===== src/rtl/gate_test_pkg.sv =====
// ---------------------------------------------------------------------------
// gate_test_pkg
// Shared types and constants for the 2-input gate self-test controller.
//   state_t  : sequencer states
//   NUM_VEC  : number of input vectors a 2-input gate has
//   vec_of() : maps a sequence position to the {a,b} vector applied there
//   *_TT     : expected truth tables, bit index = {a,b}
// ---------------------------------------------------------------------------
package gate_test_pkg;

  typedef enum logic [1:0] {
    IDLE   = 2'd0,
    SETTLE = 2'd1,
    SAMPLE = 2'd2,
    DONE   = 2'd3
  } state_t;

  localparam int NUM_VEC = 4;

  localparam logic [3:0] AND2_TT  = 4'b1000;
  localparam logic [3:0] OR2_TT   = 4'b1110;
  localparam logic [3:0] XOR2_TT  = 4'b0110;
  localparam logic [3:0] NAND2_TT = 4'b0111;

  // Vectors are walked in Gray order so only one gate input toggles per
  // step, which keeps the gate from seeing a two-input glitch between vectors.
  function automatic logic [1:0] vec_of(input logic [1:0] idx);
    logic [1:0] vec;
    vec = 2'b00;
    case (idx)
      2'd0: vec = 2'b00;
      2'd1: vec = 2'b01;
      2'd2: vec = 2'b11;
      2'd3: vec = 2'b10;
      default: vec = 2'b00;
    endcase
    return vec;
  endfunction

endpackage


===== src/rtl/gate_selftest_ctrl.sv =====
// ---------------------------------------------------------------------------
// gate_selftest_ctrl
// Built-in self-test sequencer for a 2-input combinational gate. On start it
// applies the four input vectors in Gray order, holds each for SETTLE_CYCLES
// cycles, samples the gate output for one cycle and compares it with the
// EXPECT truth table. Mismatching vectors are collected in o_fail_mask.
//
// Parameters
//   SETTLE_CYCLES : cycles each vector is held before sampling (1..15)
//   EXPECT        : expected truth table, bit index = {a,b}
//
// Ports
//   i_clk        : rising-edge clock
//   i_reset      : asynchronous active-high reset
//   i_start      : begin a run (honoured only in IDLE or DONE)
//   i_abort      : cancel any run, return to IDLE with results cleared
//   o_a, o_b     : gate inputs
//   i_y          : gate output
//   o_busy       : high in SETTLE and SAMPLE
//   o_done       : high in DONE until next start, abort or reset
//   o_pass       : done with no mismatching vector
//   o_fail_mask  : bit {a,b} set if that vector mismatched
//   o_vector_idx : sequence position of the vector currently applied
// ---------------------------------------------------------------------------
module gate_selftest_ctrl
  import gate_test_pkg::*;
#(
  parameter int         SETTLE_CYCLES = 2,
  parameter logic [3:0] EXPECT        = AND2_TT
) (
  input  logic       i_clk,
  input  logic       i_reset,
  input  logic       i_start,
  input  logic       i_abort,
  output logic       o_a,
  output logic       o_b,
  input  logic       i_y,
  output logic       o_busy,
  output logic       o_done,
  output logic       o_pass,
  output logic [3:0] o_fail_mask,
  output logic [1:0] o_vector_idx
);

  // Terminal count of the settle counter; the vector is held for
  // SETTLE_CYCLES cycles in SETTLE before the one SAMPLE cycle.
  localparam logic [3:0] SETTLE_LAST = 4'(SETTLE_CYCLES - 1);
  localparam logic [1:0] LAST_IDX    = 2'(NUM_VEC - 1);

  state_t     r_state;
  logic [3:0] r_cnt;
  logic       r_a;
  logic       r_b;
  logic       r_busy;
  logic       r_done;
  logic       r_pass;
  logic [3:0] r_failMask;
  logic [1:0] r_vectorIdx;

  logic [1:0] w_curVec;
  logic       w_mismatch;
  logic [3:0] w_failNext;
  logic [1:0] w_nextIdx;
  logic [1:0] w_nextVec;
  logic [1:0] w_firstVec;
  logic       w_lastVec;

  // Result bookkeeping for the SAMPLE cycle. The mismatch is folded into the
  // mask here so the registered pass flag can be computed from the mask value
  // that is being written on the same edge, rather than one cycle late.
  assign w_curVec   = {r_a, r_b};
  assign w_mismatch = (i_y != EXPECT[w_curVec]);
  assign w_failNext = r_failMask | (w_mismatch ? (4'b0001 << w_curVec) : 4'b0000);
  assign w_nextIdx  = r_vectorIdx + 2'd1;
  assign w_nextVec  = vec_of(w_nextIdx);
  assign w_firstVec = vec_of(2'd0);
  assign w_lastVec  = (r_vectorIdx == LAST_IDX);

  // Single sequencer: state, settle counter, gate drive and all result
  // outputs are registered together so nothing reaches an output
  // combinationally from i_y. Abort outranks start and every state.
  always_ff @(posedge i_clk or posedge i_reset) begin
    if (i_reset) begin
      r_state     <= IDLE;
      r_cnt       <= 4'd0;
      r_a         <= 1'b0;
      r_b         <= 1'b0;
      r_busy      <= 1'b0;
      r_done      <= 1'b0;
      r_pass      <= 1'b0;
      r_failMask  <= 4'd0;
      r_vectorIdx <= 2'd0;
    end else if (i_abort) begin
      r_state     <= IDLE;
      r_cnt       <= 4'd0;
      r_a         <= 1'b0;
      r_b         <= 1'b0;
      r_busy      <= 1'b0;
      r_done      <= 1'b0;
      r_pass      <= 1'b0;
      r_failMask  <= 4'd0;
      r_vectorIdx <= 2'd0;
    end else begin
      case (r_state)
        IDLE, DONE: begin
          // A restart from DONE behaves exactly like a start from IDLE,
          // including wiping the previous run's results.
          if (i_start) begin
            r_state     <= SETTLE;
            r_cnt       <= 4'd0;
            {r_a, r_b}  <= w_firstVec;
            r_busy      <= 1'b1;
            r_done      <= 1'b0;
            r_pass      <= 1'b0;
            r_failMask  <= 4'd0;
            r_vectorIdx <= 2'd0;
          end else begin
            r_a <= 1'b0;
            r_b <= 1'b0;
          end
        end

        SETTLE: begin
          if (r_cnt == SETTLE_LAST) begin
            r_state <= SAMPLE;
          end else begin
            r_cnt <= r_cnt + 4'd1;
          end
        end

        SAMPLE: begin
          r_failMask <= w_failNext;
          if (w_lastVec) begin
            r_state <= DONE;
            r_busy  <= 1'b0;
            r_done  <= 1'b1;
            r_pass  <= (w_failNext == 4'd0);
            r_a     <= 1'b0;
            r_b     <= 1'b0;
          end else begin
            r_state     <= SETTLE;
            r_cnt       <= 4'd0;
            r_vectorIdx <= w_nextIdx;
            {r_a, r_b}  <= w_nextVec;
          end
        end

        default: begin
          r_state <= IDLE;
          r_busy  <= 1'b0;
          r_a     <= 1'b0;
          r_b     <= 1'b0;
        end
      endcase
    end
  end

  assign o_a          = r_a;
  assign o_b          = r_b;
  assign o_busy       = r_busy;
  assign o_done       = r_done;
  assign o_pass       = r_pass;
  assign o_fail_mask  = r_failMask;
  assign o_vector_idx = r_vectorIdx;

endmodule


===== config.mk =====
export PLATFORM = sky130hd
export DESIGN_NAME = gate_selftest_ctrl
export DESIGN_NICKNAME = d
export VERILOG_FILES = /design/src/rtl/gate_test_pkg.sv /design/src/rtl/gate_selftest_ctrl.sv
export SDC_FILE = /design/constraint.sdc
export NUM_CORES = 1
export LEC_CHECK = 0
export CORE_MARGIN = 8
export CORE_UTILIZATION = 56
export CTS_BUF_LIST = sky130_fd_sc_hd__clkbuf_2
export DETAILED_ROUTE_END_ITERATION = 7
export MAX_ROUTING_LAYER = met4
export PLACE_DENSITY = 0.82
export SLEW_MARGIN = 15
export SYNTH_ARGS = -nofsm -noshare
export SYNTH_HDL_FRONTEND = slang
export SYNTH_SLANG_ARGS = --single-unit

===== constraint.sdc =====
create_clock -name i_clk -period 3.47 [get_ports i_clk]
set_input_delay 0.694 -clock i_clk [delete_from_list [all_inputs] [get_ports i_clk]]
set_output_delay 0.694 -clock i_clk [all_outputs]
set_load 0.02 [all_outputs]

==> results.sh, run 1 <==
export IMPL_hold_buffers=0
export IMPL_antenna_found_initial=0
export IMPL_synth_seq_cells=17
export IMPL_slew_headroom_pct=55.5
export IMPL_hold_path_class="flip-flop to flip-flop"
export IMPL_synth_edf_count=0
export IMPL_fin_crit_sh_pct=61.0
export IMPL_grtUsageTotal_pct=14.5
export IMPL_antenna_cells=0
export IMPL_synth_top_cells_by_area="dfrtp_1 40%, ha_1 8.3%, inv_1 3.9%"
export IMPL_placed_area_um2=1220
export IMPL_synth_net_count=123
export IMPL_die_area_um2=3530
export IMPL_busiest_layer="met2"
export IMPL_post_route_cell_area_um2=1240
export IMPL_yosysTopAreaCellShare_pct=40.2
export IMPL_routed_via_density=5.95
export IMPL_yosysSeqAreaShare_pct=40.2
export IMPL_postRouteAntennaNets=0
export IMPL_grt_pass1_wl_um=3940
export IMPL_worstPathArrival_ns=2.32
export IMPL_rsz0062_at_grt="false"
export IMPL_status="complete, no violations"
export IMPL_clkSinkCount=17
export IMPL_areaGrowthSynthToFinish_pct=16.9
export IMPL_final_setup_viol_count=0
export IMPL_crit_buf_inv=2
export IMPL_critical_path_max_fanout=16
export IMPL_cts_tree="done"
export IMPL_cp_start_kind="flip-flop"
export IMPL_placementRows=15
export IMPL_vias=898
export IMPL_path_cells="inv_1, ha_1, nor2b_1, buf_4, or4_1, a221oi_1"
export IMPL_clk_pin_slew_ns=0.17
export IMPL_leakagePower_nw=0.532
export IMPL_skew_ns=0.0148
export IMPL_grtUsageMet3_pct=2.60
export IMPL_ys_async_sr_fraction_pct=100
export IMPL_critical_path_required_ns=3.67
export IMPL_grt_use_met2_pct=22.3
export IMPL_synth_distinct_cells=42
export IMPL_tns_ns=0
export IMPL_grt_pass1_vias=884
export IMPL_netlist_area_um2=1060
export IMPL_synth_flop_cell="dfrtp_1"
export IMPL_rrSetupSlack_ns=1.35
export IMPL_ios=16
export IMPL_hpwl_um=1680
export IMPL_final_hold_violation_count=0
export IMPL_portBuffers=15
export IMPL_slowest_delay_ns=0.48
export IMPL_layout_commonest_cell="dfrtp_1"
export IMPL_start_util_pct=60.6
export IMPL_maxCapViolCount=0
export IMPL_path_class="flip-flop to flip-flop"
export IMPL_final_cell_mix="17 x dfrtp_1, 15 x clkdlybuf4s50_1, 11 x inv_1"
export IMPL_report_final_slew_viol_count=0
export IMPL_routedWlPerCell_um=15.3
export IMPL_end_kind="flip-flop"
export IMPL_grt_util_met1_pct=18.5
export IMPL_die_y_um=59.5
export IMPL_cts_resized=0
export IMPL_worst_pin_slew_ns=0.667
export IMPL_slowest_stage="or4_1"
export IMPL_fin_nets=139
export IMPL_ir_drop_mv=0.246
export IMPL_cts_setup_buffers=0
export IMPL_powerDensity_nw_per_um2=315
export IMPL_clk_path_buf_depth=2
export IMPL_drive_gt1_share_pct=7.14
export IMPL_ctsHtreeMaxLevel=1
export IMPL_worstSkewPairLatency_ns=0.29
export IMPL_postSynthCellCount=111
export IMPL_first_pass_iters=4
export IMPL_fmax_mhz=472
export IMPL_avgSynthCellArea_um2=9.52
export IMPL_fp_dieW_um=59.5
export IMPL_yosys_area_top_type="dfrtp_1"
export IMPL_grt_remaining_overflow=0
export IMPL_root_buffer="clkbuf_2"
export IMPL_yosys_warnings=0
export IMPL_cts_buffers=3
export IMPL_period_needed_ns=2.12
export IMPL_crit_family="simple AND/OR/NAND/NOR gates"
export IMPL_drc=0
export IMPL_wl_um=2310
export IMPL_grt_max_degree=18
export IMPL_core_um2=1750
export IMPL_initialDrtViolationCount=22
export IMPL_gp_routability_congestion=0.882
[synth_stat cells, drive strengths merged (3+ instances only)]
master	instances
ha	7
clkbuf	3
nor3	3
a21oi	8
or4	5
nand2	3
nand2b	3
nor2	5
o21ai	5
inv	11
o31ai	3
o21a	3
dfrtp	17
[tightest hold or removal path: stages (launching register included)]
cell	delay, ns
dfrtp_1	0.41
inv_1	0.05
a21boi_1	0.05
[area by class of cell]
type / instances / area (um^2)
Clock buffer: 4 / 20.0
Fill cell: 147 / 509
Inverter: 11 / 41.3
Multi-Input combinational cell: 78 / 561
Sequential cell: 17 / 425
Tap cell: 25 / 31.3
Timing Repair Buffer: 16 / 158
[metrics by stage]
| stage | setup slack, ns | total power, mW | hold slack [ns] | instances | utilization, % |
|---|---|---|---|---|---|
| floorplan | 1.66 | 0.280 | 0.536 | 111 | - |
| detailed placement | 1.09 | 0.301 | 0.501 | 147 | 69.7 |
| CTS | 1.35 | 0.391 | 0.531 | 151 | 70.8 |
| finish | 1.35 | 0.389 | 0.526 | 151 | 70.8 |
| global route | 1.25 | 0.409 | 0.550 | 151 | 70.8 |
| global placement | 1.13 | 0.297 | 0.499 | 147 | 69.7 |
[routing by layer]
layer | part of all wire (%) | wire length, um
met1 | 50 | 1150
met2 | 45 | 1030
met3 | 4.8 | 111
met4 | 0.91 | 21
met5 | 0 | 0
[power breakdown]
group          leakage (nW)  internal [mW]  switching (mW)
logic                 0.281         0.0360          0.0531
clock network        0.0166         0.0306          0.0596
registers             0.234          0.203         0.00615
[worst paths after layout]
path,from,endpoint,cells after the start
min in group asynchronous,i_reset,r_state[0]$_DFFE_PP0P_,2
worst min register to register,o_done$_DFFE_PP0P_,o_done$_DFFE_PP0P_,2
max in group asynchronous,i_reset,o_vector_idx[1]$_DFFE_PP0P_,2
worst min-delay path,o_done$_DFFE_PP0P_,o_done$_DFFE_PP0P_,2
worst max-delay path,r_state[0]$_DFFE_PP0P_,r_cnt[0]$_DFFE_PP0P_,6
worst max register to register,r_state[0]$_DFFE_PP0P_,r_cnt[0]$_DFFE_PP0P_,6
[logic make-up (layout without fill, tap and decap cells)]
group                      Yosys count  after routing  synth area share (%)
buffers and inverters               16             31                  6.75
DFF                                 17             17                  40.2
xor gates and xnor gates             1              1                 0.829
and+or+nand+nor                     36             36                  21.2
muxes                                1              1                 0.947
adders and majority gates            7              7                  8.28
AOI/OAI and AO/OA                   33             33                  21.8
[registers in the layout (all words and copies together) (netlist names)]
register / cells
o_fail_mask: 4
o_vector_idx: 2
o_busy: 1
o_done: 1
o_b: 1
r_state: 2
r_cnt: 4
o_pass: 1
o_a: 1
(Power assumes the default switching activity.)
==> run 2: changes to the inputs <==
CORE_ASPECT_RATIO = 1.5   (was default)
CORE_UTILIZATION = 50   (was 56)
PLACE_DENSITY = 0.78   (was 0.82)
clock period = 1.71 ns   (was 3.47 ns; I/O delays follow)
==> run 2 against run 1 <==
Against the previous run:
- worst setup slack worse by 1.3 ns
- first-iteration DRC count is the same
- sequential share of layout area decreased by 4.1 points
- critical endpoint unchanged
- hold slack worse by 0.28 ns
- die area rose by 9.6%
- highest routed layer unchanged
==> results.sh, run 2 (synthesis results as in run 1) <==
export IMPL_status="complete, no violations"
export IMPL_antenna_cells=0
export IMPL_cp_start_kind="flip-flop"
export IMPL_portBuffers=15
export IMPL_hpwl_um=2240
export IMPL_root_buffer="clkbuf_2"
export IMPL_critical_path_max_fanout=7
export IMPL_fp_dieW_um=53.5
export IMPL_period_needed_ns=1.66
export IMPL_clk_pin_slew_ns=0.20
export IMPL_powerDensity_nw_per_um2=613
export IMPL_core_um2=2030
export IMPL_maxCapViolCount=0
export IMPL_final_hold_violation_count=0
export IMPL_drc=0
export IMPL_skew_ns=0.0327
export IMPL_crit_start="o_vector_idx[1]$_DFFE_PP0P_"
export IMPL_worstSkewPairLatency_ns=0.32
export IMPL_placed_area_um2=1360
export IMPL_grt_pass1_vias=1072
export IMPL_route_met2_wl_um=1600
export IMPL_start_util_pct=52.2
export IMPL_ir_drop_mv=0.439
export IMPL_wl_um=2860
export IMPL_crit_family="simple AND/OR/NAND/NOR gates"
export IMPL_areaGrowthSynthToFinish_pct=33.7
export IMPL_endpoint="r_cnt[0]$_DFFE_PP0P_"
export IMPL_path_cells="ha_4, and2_1, or4_1, a221oi_2"
export IMPL_fin_nets=155
export IMPL_post_route_cell_area_um2=1410
export IMPL_path_class="flip-flop to flip-flop"
export IMPL_r2r_end="r_cnt[0]$_DFFE_PP0P_"
export IMPL_wl_met3_um=64
export IMPL_final_setup_viol_count=0
export IMPL_routedWlPerCell_um=17.5
export IMPL_slew_headroom_pct=75.9
export IMPL_ctsHtreeMaxLevel=1
export IMPL_layout_commonest_cell="buf_4"
export IMPL_cts_buffers=3
export IMPL_report_final_slew_viol_count=0
export IMPL_worstPathArrival_ns=1.92
export IMPL_final_cell_mix="17 x buf_4, 15 x dfrtp_1, 11 x inv_1"
export IMPL_slowest_stage="or4_1"
export IMPL_cp_num_cells=4
export IMPL_grt_max_degree=12
export IMPL_fin_crit_sh_pct=97.2
export IMPL_fmax_mhz=602
export IMPL_hold_path_class="input port to asynchronous set/reset pin"
export IMPL_critical_path_required_ns=1.97
export IMPL_leakagePower_nw=0.686
export IMPL_initialDrtViolationCount=22
export IMPL_slowest_delay_ns=0.50
export IMPL_clkSinkCount=17
export IMPL_gp_routability_congestion=0.836
export IMPL_drive_gt1_share_pct=23.9
export IMPL_grt_remaining_overflow=0
export IMPL_worst_pin_slew_ns=0.362
export IMPL_rsz0062_at_grt="true"
export IMPL_vias=987
export IMPL_reg2reg_depth=4
export IMPL_antenna_found_initial=0
export IMPL_ios=16
export IMPL_placementRows=20
export IMPL_end_kind="flip-flop"
export IMPL_top_layer_used="met4"
export IMPL_routed_via_density=6.02
export IMPL_grt_pass1_wl_um=4850
export IMPL_clk_path_buf_depth=2
export IMPL_die_y_um=72.3
export IMPL_finalPower_mw=0.866
export IMPL_r2r_start="o_vector_idx[1]$_DFFE_PP0P_"
export IMPL_postRouteAntennaNets=0
export IMPL_grtUsageTotal_pct=16.6
export IMPL_cts_tree="done"
export IMPL_rrSetupSlack_ns=0.05
export IMPL_first_pass_iters=4
export IMPL_die_area_um2=3870
export IMPL_drt_met1_wl_um=1140
export IMPL_crit_buf_inv=0
## run 2: cell count changes in the layout (fill, tap and decap cells not counted), moves of 2 or more
cell             previous run  this run
a221oi_1                    2         0
a221oi_2                    0         2
buf_4                       1        17
clkdlybuf4s50_1            15         7
dfrtp_1                    17        15
dfrtp_2                     0         2
dlygate4sd2_1               0         5
dlymetal6s2s_1              0         3
ha_1                        7         4
ha_4                        0         2
## run 2: report_power, final
| part | internal, mW | switching (mW) | total, mW | leakage [nW] |
|---|---|---|---|---|
| registers | 0.413 | 0.00680 | 0.420 | 0.231 |
| logic | 0.117 | 0.139 | 0.256 | 0.438 |
| clock network | 0.0529 | 0.138 | 0.191 | 0.0164 |
| total | 0.583 | 0.284 | 0.866 | 0.686 |
## run 2: layout make-up
cell class,instances,area [um^2]
Multi-Input combinational cell,78,618
Fill cell,166,613
Sequential cell,17,428
Timing Repair Buffer,32,279
Inverter,11,41.3
Tap cell,22,27.5
Clock buffer,3,15.0
Clock inverter,1,5.00
## run 2: how the worst min path moves through the flow
stage	to	slack (ns)	cells after the start
after floorplan	o_a$_DFFE_PP0N_	0.27	1
final	o_fail_mask[1]$_DFFE_PP0P_	0.24	2
after CTS	o_fail_mask[1]$_DFFE_PP0P_	0.26	2
after global placement	o_fail_mask[0]$_DFFE_PP0P_	0.50	1
after global routing	o_a$_DFFE_PP0N_	0.27	2
after detailed placement	o_fail_mask[0]$_DFFE_PP0P_	0.50	1
## run 2: metrics by stage
stage	setup WS, ns	TNS (ns)	hold slack [ns]	instances	utilization, %
2_1_floorplan	-0.0273	-0.0545	0.268	111	-
3_3_place_gp	-0.0360	-0.0454	0.498	159	67.1
3_5_place_dp	-0.0612	-0.155	0.501	159	67.1
4_1_cts	0.00589	0	0.257	163	67.8
5_1_grt	-0.00932	-0.00932	0.274	164	69.8
6_report	0.0477	0	0.244	164	69.8
## run 2: metal layers
| layer | vias up | track usage (%) |
|---|---|---|
| li1 | 470 | - |
| met1 | 485 | 17.2 |
| met2 | 26 | 29.5 |
| met3 | 6 | 2.04 |
| met4 | 0 | 7.89 |
| met5 | - | - |
## run 2: worst register-to-register path, delay by kind of cell, from the launching register on
kind / cells / cell delay (ns)
simple gates: 2 / 0.73
flops: 1 / 0.47
compound gates: 1 / 0.22
fa+ha+maj: 1 / 0.18
## run 2: repair_timing
item,CTS,global route
pin swaps,0,2
resized for setup,5,7
hold buffers,0,0
endpoints found under the hold margin,0,0
buffers inserted,0,1
setup endpoints to repair,5,6
==> run 3: changes to the inputs <==
CAP_MARGIN = 0   (was default)
==> results of run 3 <==
The final DEF is identical to that of run 2; final timing and power are the same.
